<file path="config.mk">
export PLATFORM = sky130hd
export DESIGN_NAME = dsp_issue_ctrl
export DESIGN_NICKNAME = d
export VERILOG_FILES = /design/src/rtl/dsp_issue_ctrl_pkg.sv /design/src/rtl/dsp_issue_ctrl_rsp_fifo.sv /design/src/rtl/dsp_issue_ctrl.sv
export SDC_FILE = /design/constraint.sdc
export NUM_CORES = 1
export LEC_CHECK = 0
export BUFFER_PORTS_ARGS = -buffer_cell sky130_fd_sc_hd__buf_2
export CAP_MARGIN = 0
export CORE_MARGIN = 2
export CORE_UTILIZATION = 35
export CTS_BUF_LIST = sky130_fd_sc_hd__clkbuf_4 sky130_fd_sc_hd__clkbuf_8 sky130_fd_sc_hd__clkbuf_16
export DETAILED_ROUTE_END_ITERATION = 8
export GPL_ROUTABILITY_DRIVEN = 0
export HOLD_SLACK_MARGIN = 0.05
export PLACE_DENSITY = 0.66
export SYNTH_ARGS = -nofsm -noshare
export SYNTH_HDL_FRONTEND = slang
export SYNTH_HIERARCHICAL = 1
export SYNTH_SLANG_ARGS = --single-unit
</file>
<file path="constraint.sdc">
create_clock -name clk -period 10.65 [get_ports clk]
set_clock_uncertainty 0.1 [all_clocks]
set_input_delay 0.5325 -clock clk [delete_from_list [all_inputs] [get_ports clk]]
set_output_delay 0.5325 -clock clk [all_outputs]
set_load 0.02 [all_outputs]
</file>
<file path="src/rtl/dsp_issue_ctrl_pkg.sv">
// Shared definitions for the DSP issue controller: mode encodings,
// per-mode issue lengths, FSM state encoding and response FIFO sizing.
package dsp_issue_ctrl_pkg;

    typedef enum logic [1:0] {
        MODE_17X17   = 2'd0,
        MODE_17X33   = 2'd1,
        MODE_33X33   = 2'd2,
        MODE_ILLEGAL = 2'd3
    } dsp_mode_e;

    typedef enum logic {
        ST_IDLE  = 1'b0,
        ST_ISSUE = 1'b1
    } issue_state_e;

    // Number of cycles the operands are presented to the DSP for each mode.
    localparam int CYC_17X17   = 1;
    localparam int CYC_17X33   = 2;
    localparam int CYC_33X33   = 4;
    localparam int CYC_ILLEGAL = 1;

    localparam int CNT_W      = 2;
    localparam int RSP_DEPTH  = 2;
    localparam int RSP_CNT_W  = $clog2(RSP_DEPTH + 1);

    // Value of cnt on the final issue cycle of an op in the given mode.
    function automatic logic [CNT_W-1:0] op_last_cnt(input logic [1:0] mode);
        case (mode)
            MODE_17X17:  return CNT_W'(CYC_17X17 - 1);
            MODE_17X33:  return CNT_W'(CYC_17X33 - 1);
            MODE_33X33:  return CNT_W'(CYC_33X33 - 1);
            default:     return CNT_W'(CYC_ILLEGAL - 1);
        endcase
    endfunction

endpackage

</file>
<file path="src/rtl/dsp_issue_ctrl_rsp_fifo.sv">
// Small synchronous FIFO holding {err, data} responses; push and pop may
// coincide, including when full.
module dsp_rsp_fifo
    import dsp_issue_ctrl_pkg::*;
#(
    parameter int DW    = 67,
    parameter int DEPTH = RSP_DEPTH
) (
    input  logic                         clk,
    input  logic                         rst_n,
    input  logic                         push,
    input  logic [DW-1:0]                push_data,
    input  logic                         pop,
    output logic [DW-1:0]                pop_data,
    output logic [$clog2(DEPTH+1)-1:0]   count,
    output logic                         empty
);

    localparam int PW = (DEPTH > 1) ? $clog2(DEPTH) : 1;
    localparam int CW = $clog2(DEPTH + 1);

    logic [DW-1:0] mem [DEPTH];
    logic [PW-1:0] wr_ptr;
    logic [PW-1:0] rd_ptr;
    logic          full;
    logic          pop_ok;
    logic          push_ok;

    assign empty    = (count == '0);
    assign full     = (count == CW'(DEPTH));
    assign pop_ok   = pop && !empty;
    assign push_ok  = push && (!full || pop_ok);
    assign pop_data = mem[rd_ptr];

    always_ff @(posedge clk) begin
        if (push_ok) begin
            mem[wr_ptr] <= push_data;
        end
    end

    always_ff @(posedge clk) begin
        if (!rst_n) begin
            wr_ptr <= '0;
            rd_ptr <= '0;
            count  <= '0;
        end else begin
            if (push_ok) begin
                wr_ptr <= (wr_ptr == PW'(DEPTH - 1)) ? '0 : wr_ptr + 1'b1;
            end
            if (pop_ok) begin
                rd_ptr <= (rd_ptr == PW'(DEPTH - 1)) ? '0 : rd_ptr + 1'b1;
            end
            case ({push_ok, pop_ok})
                2'b10:   count <= count + 1'b1;
                2'b01:   count <= count - 1'b1;
                default: count <= count;
            endcase
        end
    end

endmodule

</file>
<file path="src/rtl/dsp_issue_ctrl.sv">
// Issue controller for a multi-cycle DSP multiplier: registers a request,
// holds it on the DSP bus for the mode's cycle count, then queues the result.
module dsp_issue_ctrl
    import dsp_issue_ctrl_pkg::*;
#(
    parameter int WIDTH      = 33,
    parameter int SHIFT_BITS = 2
) (
    input  logic                   clk,
    input  logic                   rst_n,
    input  logic                   req_valid,
    output logic                   req_ready,
    input  logic [WIDTH-1:0]       req_a,
    input  logic [WIDTH-1:0]       req_b,
    input  logic [2*WIDTH-1:0]     req_c,
    input  logic [1:0]             req_mode,
    input  logic                   req_mac,
    input  logic [SHIFT_BITS-1:0]  req_shift_amt,
    input  logic                   req_shift_dir,
    output logic                   rsp_valid,
    input  logic                   rsp_ready,
    output logic [2*WIDTH-1:0]     rsp_data,
    output logic                   rsp_err,
    output logic                   dsp_start,
    output logic                   dsp_mac,
    output logic                   dsp_shift_dir,
    output logic [WIDTH-1:0]       dsp_aa,
    output logic [WIDTH-1:0]       dsp_bb,
    output logic [2*WIDTH-1:0]     dsp_cc,
    output logic [1:0]             dsp_mode,
    output logic [SHIFT_BITS-1:0]  dsp_shift_amount,
    input  logic [2*WIDTH-1:0]     dsp_out,
    output logic                   busy,
    output issue_state_e           dbg_state
);

    localparam int RW = 2 * WIDTH;
    localparam int EW = RW + 1;

    // Handshakes: a transfer happens on a rising edge where valid and ready
    // are both high; valid never depends on ready, payload is stable while
    // valid is high and not yet accepted.

    issue_state_e          state;
    logic [CNT_W-1:0]      cnt;
    logic                  in_issue;
    logic                  op_last;
    logic                  accept;
    logic                  push;
    logic                  pop;
    logic                  room;
    logic                  fifo_empty;
    logic [RSP_CNT_W-1:0]  fifo_count;
    logic [RSP_CNT_W:0]    need;
    logic [EW-1:0]         push_entry;
    logic [EW-1:0]         head_entry;

    assign dbg_state = state;
    assign in_issue  = (state == ST_ISSUE);
    assign op_last   = in_issue && (cnt == op_last_cnt(dsp_mode));

    // The op on the DSP already owns a FIFO slot, so a new op is only taken
    // when queued results plus the in-flight op leave space after any pop.
    assign need      = {1'b0, fifo_count}
                     + {{RSP_CNT_W{1'b0}}, in_issue}
                     - {{RSP_CNT_W{1'b0}}, pop};
    assign room      = (need < (RSP_CNT_W + 1)'(RSP_DEPTH));
    assign req_ready = rst_n && (!in_issue || op_last) && room;
    assign accept    = req_valid && req_ready;

    assign push       = op_last;
    assign pop        = rsp_valid && rsp_ready;
    assign push_entry = (dsp_mode == MODE_ILLEGAL) ? {1'b1, {RW{1'b0}}}
                                                   : {1'b0, dsp_out};

    assign rsp_valid = !fifo_empty;
    assign rsp_err   = head_entry[RW];
    assign rsp_data  = head_entry[RW-1:0];
    assign busy      = in_issue || !fifo_empty;

    // The DSP bus registers double as the op registers: loaded on accept,
    // held through the op, parked at idle values between ops.
    always_ff @(posedge clk) begin
        if (!rst_n) begin
            state            <= ST_IDLE;
            cnt              <= '0;
            dsp_start        <= 1'b0;
            dsp_mac          <= 1'b0;
            dsp_shift_dir    <= 1'b0;
            dsp_aa           <= '0;
            dsp_bb           <= '0;
            dsp_cc           <= '0;
            dsp_mode         <= MODE_ILLEGAL;
            dsp_shift_amount <= '0;
        end else if (accept) begin
            state            <= ST_ISSUE;
            cnt              <= '0;
            dsp_start        <= 1'b1;
            dsp_mac          <= req_mac;
            dsp_shift_dir    <= req_shift_dir;
            dsp_aa           <= req_a;
            dsp_bb           <= req_b;
            dsp_cc           <= req_c;
            dsp_mode         <= req_mode;
            dsp_shift_amount <= req_shift_amt;
        end else if (op_last) begin
            state            <= ST_IDLE;
            cnt              <= '0;
            dsp_start        <= 1'b0;
            dsp_mac          <= 1'b0;
            dsp_shift_dir    <= 1'b0;
            dsp_aa           <= '0;
            dsp_bb           <= '0;
            dsp_cc           <= '0;
            dsp_mode         <= MODE_ILLEGAL;
            dsp_shift_amount <= '0;
        end else if (in_issue) begin
            cnt       <= cnt + 1'b1;
            dsp_start <= 1'b0;
        end
    end

    dsp_rsp_fifo #(
        .DW    (EW),
        .DEPTH (RSP_DEPTH)
    ) u_rsp_fifo (
        .clk       (clk),
        .rst_n     (rst_n),
        .push      (push),
        .push_data (push_entry),
        .pop       (pop),
        .pop_data  (head_entry),
        .count     (fifo_count),
        .empty     (fifo_empty)
    );

endmodule
</file>
==> impl_results.md, run 1 <==
- Final Hold Vio Count: 0
- Cell taking the most area after synthesis: edfxtp_1
- F_max: 232.7 MHz
- # port buffers: 417
- Leakage: 6.043 nW
- Power density cells: 226.5 mW/mm2
- Cell count after placement: 1709
- Post-synthesis async set-or-reset flop share: 0%
- Min-delay worst type: in2reg
- Congestion Overflow GR: 0
- Setup crit end: dsp_cc[22]
- Core area: 0.03131 mm2
- Setup violation total in the final timing report: 0
- Distinct cells, synth: 36
- P_sw: 1.011 mW
- DR pass1 iterations: 5
- Post-Synthesis Cells: 956
- Wirelength per Cell: 16.26 um
- PnR Total Power: 3.218 mW
- Crit path from: u_rsp_fifo/count[1]
- Rel. slew slack: 27.56%
- Pin count of the biggest net entering global routing: 107
- Switch share: 31.40%
- Max Slew Vio Count: 0
- DR vias: 8369
- Area grow syn2layout: 28.61%
- Yosys warning total: 6
- # hold bufs at CTS: 0
- Filler-free cell count of the finished design: 1766
- Antenna violations before repair: 4
- # IOs: 418
- Initial core utilization: 35.28%
- Drt total wl: 28710 um
- Remaining DRCs: 0
- Final setup TNS: 0 ns
- Root Driver: clkbuf_16
- Actual slew at the worst max-slew pin: 1.087 ns
- Worst EP required: 10.94 ns
- 1st-iter DRT viols: 387
- Synthesized area: 0.01105 mm2
- RSZ-0062 raised after global routing: false
- Synthesized Nets: 1168
- Yosys top cell area share: 36.42%
- Arrival @ worst endpoint: 4.59 ns
- # H-tree levels: 1
- Critical path class: reg2reg
- Status: finished, final reports clean
- CTS tree: yes
- Layout cells sized above 1: 40.51%
- Worst skew pair latency: 0.54 ns
- Commonest non-fill, non-tap cell in the layout: buf_2
- Worst Setup End Kind: flop
- Clock sink count: 281
- Post-CTS sizing: 0
- R2r worst-path depth: 11
- Postcts setup bufs: 0
- Commonest non-fill, non-tap cells in the layout: 416 x buf_2, 275 x nand2_1, 146 x dfxtp_1
- First-pass GRT wire length: 43990 um
- Post-DP Area: 0.01324 mm2
- Die ar.: 0.03300 mm2
- Core Rows: 65
- Vias in the first global route: 8297
- Clock transition at path regs: 0.06 ns
- Worst R2R Start: u_rsp_fifo/count[1]
- Comb pwr share: 25.6%
- Flop pwr share: 43.0%
- Clock share of power: 31.5%
- Final net count: 1550
- All-Layer GR Usage: 16.41%
- Final Util: 45.38%
- Detail Route Antenna Nets: 0
- Worst vdd ir: 129.0 uV
- Internal: 2.207 mW
- Worst-path maximum fanout: 76
- Die width: 181.7 um
- Fin crit share: 40.36%
- Reg-to-reg slack, setup: 6.35 ns
- Die H: 181.7 um
- R2R Path End: dsp_cc[22]
- CTS Buf Count: 29
- Register bit total from synthesis: 281
- Detail Placement HPWL: 19020 um
- Synthesized area per cell: 11.56 um2
- Post-route minimum period: 4.298 ns
- DR vias/cell: 4.739
- Sequential share of the synthesized area: 63.06%
- Most area-consuming cells after synthesis: edfxtp_1 36%, dfxtp_1 27%, nand2_1 9.4%
- Crit start category: flop
- Finished Cell Area: 0.01421 mm2
- CTS max path bufs: 3
- Ys flop type: dfxtp_1
- Max_cap viols: 0
- Post-synth EDFFs: 134
-- flip-flops by register name (all words and copies together) (netlist names), named ones only --
signal	count
u_rsp_fifo/count	2
u_rsp_fifo/wr_ptr	1
dsp_bb	33
dsp_mode	2
dsp_aa	33
dsp_start	1
u_rsp_fifo/rd_ptr	1
dsp_shift_amount	2
u_rsp_fifo/mem	134
dsp_shift_dir	1
dbg_state	1
cnt	2
dsp_cc	66
dsp_mac	1
-- critical path, cell delays in order (launching register included) --
cell      delay, ns
dfxtp_1        0.51
nor2_1         0.13
nor2b_1        0.36
ha_1           0.30
nand2b_1       0.15
fa_1           0.38
xnor2_1        0.23
nand3_1        0.22
a21boi_4       0.19
buf_4          0.63
buf_4          0.69
o22ai_1        0.15
-- cell usage after synthesis, types with 4 or more instances --
master and count:
buf_2 5, buf_4 4, buf_6 27, clkbuf_1 39
dfxtp_1 147, edfxtp_1 134, inv_1 6, mux2_2 38
mux2_4 30, nand2_1 276, nand2b_1 5, nand3_1 4
nor2_1 4, nor2b_1 68, o22ai_1 136
-- worst min-delay path by stage --
stage / startpoint / end / slack (ns) / depth (start not counted)
3_5_place_dp: dsp_cc[25] / dsp_cc[25] / 0.36 / 2
4_1_cts: req_c[39] / dsp_cc[39] / 0.11 / 3
6_report: req_mac / dsp_mac / 0.14 / 3
2_1_floorplan: u_rsp_fifo/wr_ptr / u_rsp_fifo/wr_ptr / 0.35 / 2
3_3_place_gp: dsp_aa[5] / dsp_aa[5] / 0.35 / 2
5_1_grt: req_c[24] / dsp_cc[24] / 0.12 / 3
-- per-stage QoR --
stage,worst slack (ns),hold WS [ns]
global placement,6.503,0.3496
finish,6.352,0.1449
CTS,6.408,0.1116
floorplan,5.870,0.3514
global route,6.010,0.1208
detailed placement,6.436,0.3550
-- cell families after synthesis --
| family | count (synthesis) | share of synthesized area [%] |
|---|---|---|
| AND/OR/NAND/NOR | 364 | 14.26 |
| flip-flops | 281 | 63.06 |
| AO/OA/AOI/OAI | 152 | 8.992 |
| buffers and inverters | 82 | 4.813 |
| multiplexers | 69 | 8.041 |
| XOR/XNOR | 4 | 0.3172 |
| adder cells (fa/ha/maj) | 4 | 0.5210 |
-- metal layers --
| layer | wire length [um] | GRT usage (%) | up-vias |
|---|---|---|---|
| met2 | 13890 | 28.32 | 312 |
| met4 | 741 | 5.106 | 0 |
| li1 | - | - | 4103 |
| met1 | 11490 | 19.19 | 3907 |
| met5 | 0 | 0 | - |
| met3 | 2593 | 5.676 | 47 |
-- power by group through the flow --
stage               Combinational (mW)  Clock, mW  Sequential [mW]
floorplan                        0.501          0             1.51
global placement                 0.821          0             1.40
detailed placement               0.829          0             1.40
CTS                              0.831       1.05             1.38
global route                     0.892       1.09             1.40
finish                           0.823       1.01             1.38
-- area by class of cell --
class	instances	area [um2]
clock buffers	41	828.3
fillers	2968	17100
well taps	402	503.0
diodes	4	10.01
repair buffers	426	2163
multi-input cells	593	3575
clock inverters	12	132.6
inverters	7	26.28
flip-flops and latches	281	6970
No activity file was read; power rests on OpenSTA's default activity.
==> run 2: changes to the inputs <==
ABC_AREA = 1   (was unset)
clock period = 4.48 ns   (was 10.65 ns; I/O delays follow)
==> impl_results.md, run 2 <==
- R2r worst-path depth: 14 (+3)
- Congestion Overflow GR: 0 (unchanged)
- Leakage: 7.926 nW (+31%)
- Fin crit share: 95.01% (+55 points)
- Max FFs per register: 134 (unchanged)
- Clock transition at path regs: 0.06 ns (about the same)
- Power density cells: 410.3 mW/mm2 (+81%)
- Remaining DRCs: 0 (unchanged)
- Synthesized Nets: 1261 (+8.0%)
- WHS: 0.1285 ns (-0.01647 ns)
- # port buffers: 417 (unchanged)
- Synthesized area: 0.01113 mm2 (+0.77%)
- DR pass1 iterations: 5 (unchanged)
- # H-tree levels: 1 (unchanged)
- Worst-path maximum fanout: 43 (-43%)
- Arrival @ worst endpoint: 4.65 ns (+0.06 ns)
- Die ar.: 0.03325 mm2 (+0.75%)
- Area grow syn2layout: 50.28%
- Biggest register: u_rsp_fifo/mem
- Yosys top cell area share: 36.14% (-0.28 points)
- Status: finished, final reports clean
- Post-route minimum period: 4.256 ns (-0.04176 ns)
- Worst path cell trace: inv_1 > nand2_1 > inv_1 > nor2_1 > ha_1 > or2_2 > fa_1 > nand3_1 > nor2_1 > and2_4 > buf_4 > nand3_1 > dlygate4sd3_1 > nand2_1
- Final setup TNS: 0 ns (unchanged)
- Reg-to-reg slack, setup: 0.22 ns (-6.13 ns)
- Core area: 0.03147 mm2 (+0.52%)
- Core Rows: 65 (unchanged)
- Wirelength per Cell: 16.87 um (+3.8%)
- Commonest non-fill, non-tap cells in the layout: 416 x buf_2, 281 x nand3_1, 230 x dlygate4sd3_1
- Most area-consuming cells after synthesis: edfxtp_1 36%, dfxtp_1 26%, nand3_1 13%
- Final Util: 53.16% (+7.8 points)
- Synthesized area per cell: 10.61 um2 (-8.2%)
- Post-synthesis async set-or-reset flop share: 0% (unchanged)
- Worst R2R Start: u_rsp_fifo/count[1]
- Setup ws final: 0.2236 ns (-6.128 ns)
- Distinct cells, synth: 28 (-22%)
- Hold Startpoint: rsp_ready
- Rel. slew slack: 20.78% (-6.8 points)
- Min-delay worst type: in2reg
- Post-DP Area: 0.01339 mm2 (+1.2%)
- Max_cap viols: 0 (unchanged)
- Yosys warning total: 6 (unchanged)
- All-Layer GR Usage: 20.36% (+4.0 points)
- Die width: 182.4 um (+0.37%)
- Count leader, synth: nand3_1
- Pin count of the biggest net entering global routing: 111 (+3.7%)
- First-pass GRT wire length: 54460 um (+24%)
- Cell taking the most area after synthesis: edfxtp_1
- Max Slew Vio Count: 0 (unchanged)
- Antenna violations before repair: 3 (-1)
- Initial core utilization: 35.37% (+0.088 points)
- CTS max path bufs: 3 (unchanged)
- Worst EP required: 4.87 ns (-6.07 ns)
- Root Driver: clkbuf_16
- Post-CTS sizing: 0 (unchanged)
- Worst Setup End Kind: flop
- CP max stage delay: 0.59 ns (-0.10 ns)
- # IOs: 418 (unchanged)
- Sequential share of the synthesized area: 62.58% (-0.48 points)
- Hold path depth: 8 (+5)
- Layout cells sized above 1: 33.23% (-7.3 points)
- Worst vdd ir: 318.4 uV (+150%)
- Actual slew at the worst max-slew pin: 1.188 ns (+0.1016 ns)
- Post-synth EDFFs: 134 (unchanged)
- Register bit total from synthesis: 281 (unchanged)
- Crit start category: flop
- Ys flop type: dfxtp_1
- Pre-CTS worst setup slack: 0.7704 ns (-5.666 ns)
- Critical path class: reg2reg
- Worst hold endpoint: u_rsp_fifo/count[1]
- Detail Route Antenna Nets: 0 (unchanged)
- F_max: 234.9 MHz (+0.98%)
- R2R Path End: dsp_bb[20]
- Setup violation total in the final timing report: 0 (unchanged)
- Vias in the first global route: 10450 (+26%)
- CTS tree: yes
- DR vias: 10130 (+21%)
- RSZ-0062 raised after global routing: false
- 1st-iter DRT viols: 680 (+76%)
- Worst skew pair latency: 0.54 ns (about the same)
- Commonest non-fill, non-tap cell in the layout: buf_2
- Post-Synthesis Cells: 1049 (+9.7%)
- Final Hold Vio Count: 0 (unchanged)
- CP max-delay cell: dlygate4sd3_1
- DR vias/cell: 4.832 (+2.0%)
- Biggest regs: u_rsp_fifo/mem x134, dsp_cc x66
- Top cells by count, synth: 281 x nand3_1, 160 x nand2_1, 147 x dfxtp_1
- Final net count: 1879 (+21%)
- Detail Placement HPWL: 21470 um (+13%)
- Die H: 182.4 um (+0.37%)
- Clock sink count: 281 (unchanged)
- Drt total wl: 35370 um (+23%)
- CTS Buf Count: 30 (+3.4%)
- Finished Cell Area: 0.01673 mm2 (+18%)
[run 2: cell types whose count changed in the layout (fill, tap and decap cells not counted), moves of 68 or more]
| cell | change |
|---|---|
| nor2_1 | +72 |
| nand2_1 | -115 |
| o22ai_1 | -136 |
| nand3_1 | +277 |
| inv_1 | +81 |
| dlygate4sd3_1 | +230 |
| nor2b_1 | -68 |
[run 2: power breakdown]
part	internal (mW)	total (mW)	switching, mW
logic	0.499	1.30	0.801
registers	2.92	3.03	0.102
clock network	1.53	2.54	1.01
[run 2: what timing repair did]
item / 4_1_cts / 5_1_grt
buffers inserted: 0 / 0
setup endpoints to repair: 0 / 0
endpoints found under the hold margin: 277 / 0
hold buffers: 230 / 0
[run 2: final cells by class]
class / count / area (um2)
tap: 402 / 503.0
sequential: 281 / 6970
clock buffer: 40 / 868.3
clock inverter: 16 / 162.7
antenna: 3 / 7.507
timing repair buffer: 660 / 4527
multi-input combinational: 604 / 3352
inverter: 90 / 340.3
fill: 2717 / 14740
[run 2: kinds of logic (layout without fill, tap and decap cells)]
kind of cell / Yosys count / after routing / share of synthesized area [%]
AOI/OAI and AO/OA: 5 / 5 / 0.2585
xor gates and xnor gates: 3 / 3 / 0.2361
adders and majority gates: 4 / 4 / 0.5170
buffers and inverters: 164 / 806 / 7.541
DFF: 281 / 281 / 62.58
muxes: 67 / 67 / 7.788
other: 0 / 3 / 0
and+or+nand+nor: 525 / 525 / 21.08
[run 2: worst max-delay path by stage]
| stage | start | end | slack [ns] | cells after the start |
|---|---|---|---|---|
| after detailed placement | u_rsp_fifo/count[1] | dsp_cc[59] | 0.77 | 13 |
| final | u_rsp_fifo/count[1] | dsp_bb[20] | 0.22 | 14 |
| after floorplan | dsp_mode[0] | u_rsp_fifo/mem[1][0] | 0.89 | 9 |
| after global routing | u_rsp_fifo/count[1] | dsp_bb[25] | 0.004 | 14 |
| after CTS | u_rsp_fifo/count[1] | dsp_bb[20] | 0.30 | 14 |
| after global placement | u_rsp_fifo/count[1] | dsp_cc[51] | 0.88 | 13 |
[run 2: worst max-delay path: cells and delay by family (launching register included)]
kind / cells / cell delay (ns)
simple gates: 8 / 1.77
fa+ha+maj: 2 / 0.81
flops: 1 / 0.50
buf+inv: 4 / 1.01
[run 2: through the flow]
step / power, mW / std cells
after global placement: 4.169 / 1807
after global routing: 7.167 / 2096
after detailed placement: 4.189 / 1807
after CTS: 6.911 / 2093
after floorplan: 3.792 / 1049
final: 6.865 / 2096
[run 2: layer usage]
metal | global-route usage [%] | vias up | wire [um]
met4 | 8.129 | 0 | 1430
met5 | 0 | - | 0
li1 | - | 4774 | -
met3 | 6.885 | 114 | 3392
met1 | 22.75 | 4747 | 13330
met2 | 35.69 | 492 | 17220
==> run 3: changes to the inputs <==
RECOVER_POWER = 50   (was unset)
==> impl_results.md, run 3 (synthesis results as in run 2) <==
- Status: finished, violations left
- Failing checks: max-capacitance violations, max-slew violations
- Critical path class: reg2reg
- Fillers: 2815 (+3.6%)
- WL met3: 3322 um (-2.1%)
- Biggest register: u_rsp_fifo/mem
- 1st-iter DRT viols: 630 (-7.4%)
- DR vias/cell: 4.846 (+0.31%)
- Initial core utilization: 35.37% (unchanged)
- Setup ws final: 0.2390 ns (+0.01540 ns)
- CTS tree: yes
- Die ar.: 0.03325 mm2 (unchanged)
- First-pass GRT wire length: 54460 um (unchanged)
- Clock sink count: 281 (unchanged)
- Final setup TNS: 0 ns (unchanged)
- Layout cells sized above 1: 23.54% (-9.7 points)
- Max Slew Vio Count: 40 (+40)
- Detail Placement HPWL: 21470 um (unchanged)
- Fin crit share: 94.67% (-0.34 points)
- Max FFs per register: 134 (unchanged)
- Worst-path maximum fanout: 43 (unchanged)
- Biggest regs: u_rsp_fifo/mem x134, dsp_cc x66
- Crit start category: flop
- # port buffers: 417 (unchanged)
- Rel. slew slack: -6.227% (-27 points)
- Remaining DRCs: 0 (unchanged)
- Worst skew pair latency: 0.54 ns (about the same)
- Multi-input logic area: 0.003274 mm2 (-2.3%)
- F_max: 235.8 MHz (+0.36%)
- Congestion Overflow GR: 0 (unchanged)
- CTS max path bufs: 3 (unchanged)
- Antenna violations before repair: 3 (unchanged)
- Max_cap viols: 1 (+1)
- Detail Route Antenna Nets: 0 (unchanged)
- Worst vdd ir: 318.3 uV (about the same)
- Final Hold Vio Count: 0 (unchanged)
- WL met2: 17290 um (+0.41%)
- M1 WL: 13360 um (+0.23%)
- Die width: 182.4 um (unchanged)
- Postcts setup bufs: 0 (unchanged)
- Setup violation total in the final timing report: 0 (unchanged)
- Post-route minimum period: 4.241 ns (-0.01540 ns)
- Sequential Area: 0.006968 mm2 (about the same)
- Core Rows: 65 (unchanged)
- Clock transition at path regs: 0.06 ns (about the same)
- Root Driver: clkbuf_16
- Area grow syn2layout: 47.92%
- Worst EP required: 4.87 ns (about the same)
- Min-delay worst type: in2reg
- Pin count of the biggest net entering global routing: 111 (unchanged)
- Final net count: 1879 (unchanged)
- RSZ-0062 raised after global routing: false
- Leakage: 7.323 nW (-7.6%)
- CTS Buf Count: 30 (unchanged)
- Cell count after placement: 1807 (unchanged)
- Actual slew at the worst max-slew pin: 1.593 ns (+0.4051 ns)
- Core area: 0.03147 mm2 (unchanged)
- Commonest non-fill, non-tap cell in the layout: nand3_1
- DR pass1 iterations: 5 (unchanged)
- Finished Cell Area: 0.01647 mm2 (-1.6%)
- Commonest non-fill, non-tap cells in the layout: 281 x nand3_1, 273 x buf_2, 230 x dlygate4sd3_1
- All-Layer GR Usage: 20.36% (unchanged)
- Arrival @ worst endpoint: 4.63 ns (-0.02 ns)
- # H-tree levels: 1 (unchanged)
- DR top layer: met4
- DR vias: 10160 (+0.31%)
- Filler-free cell count of the finished design: 2096 (unchanged)
- Drt total wl: 35360 um (about the same)
- Pre-CTS worst setup slack: 0.7704 ns (unchanged)
- Die H: 182.4 um (unchanged)
- Worst Setup End Kind: flop
- # IOs: 418 (unchanged)
- Vias in the first global route: 10450 (unchanged)
- Power density cells: 414.0 mW/mm2 (+0.90%)
- Wirelength per Cell: 16.87 um (about the same)
- Post-DP Area: 0.01339 mm2 (unchanged)
## run 3: changes by cell type in the layout (fill, tap and decap cells not counted), moves of 18 or more
cell	delta
mux2_4	-18
clkbuf_1	+144
mux2_1	+18
buf_2	-143
## run 3: worst max-delay path, stage by stage, from the launching register on
cell and delay, ns:
dfxtp_1 0.50, inv_1 0.07, nand2_1 0.09, inv_1 0.06
nor2_1 0.28, ha_1 0.29, or2_2 0.31, fa_1 0.52
nand3_1 0.08, nor2_1 0.30, and2_4 0.53, buf_4 0.29
nand3_1 0.09, dlygate4sd3_1 0.59, nand2_1 0.06
## run 3: final timing paths
| check | startpoint | to | slack [ns] | cells past startpoint |
|---|---|---|---|---|
| min | rsp_ready | u_rsp_fifo/count[1] | 0.13 | 8 |
| max reg2reg | u_rsp_fifo/count[1] | dsp_bb[27] | 0.24 | 14 |
| max | u_rsp_fifo/count[1] | dsp_bb[27] | 0.24 | 14 |
| min reg2reg | dsp_cc[42] | dsp_cc[42] | 0.37 | 2 |
## run 3: repair_timing
| item | 4_1_cts | 5_1_grt |
|---|---|---|
| resized for setup | 0 | 0 |
| endpoints found under the hold margin | 277 | 0 |
| hold buffers | 230 | 0 |
## run 3: power breakdown
part | switching (mW) | internal [mW]
Clock | 1.01 | 1.53
Combinational | 0.801 | 0.449
Sequential | 0.103 | 2.92
## run 3: per-layer routing
metal,global-route usage [%],up-vias
met3,6.885,110
met5,0,-
met2,35.69,511
met1,22.75,4764
li1,-,4773
met4,8.129,0
## run 3: area by class of cell
| cell class | instances | share of cell area, % |
|---|---|---|
| Timing Repair Buffer | 660 | 26.38 |
| Antenna cell | 3 | 0.04559 |
| Multi-Input combinational cell | 604 | 19.88 |
| Clock inverter | 16 | 0.9877 |
| Tap cell | 402 | 3.054 |
| Inverter | 90 | 2.067 |
| Sequential cell | 281 | 42.31 |
| Clock buffer | 40 | 5.273 |
## run 3: through the flow
step,hold WS (ns),total power [mW],utilization [%]
global route,0.1523,7.121,52.32
detailed placement,0.3457,4.189,42.54
floorplan,0.2216,3.792,-
global placement,0.3420,4.169,42.54
CTS,0.08892,6.911,53.13
finish,0.1269,6.818,52.32
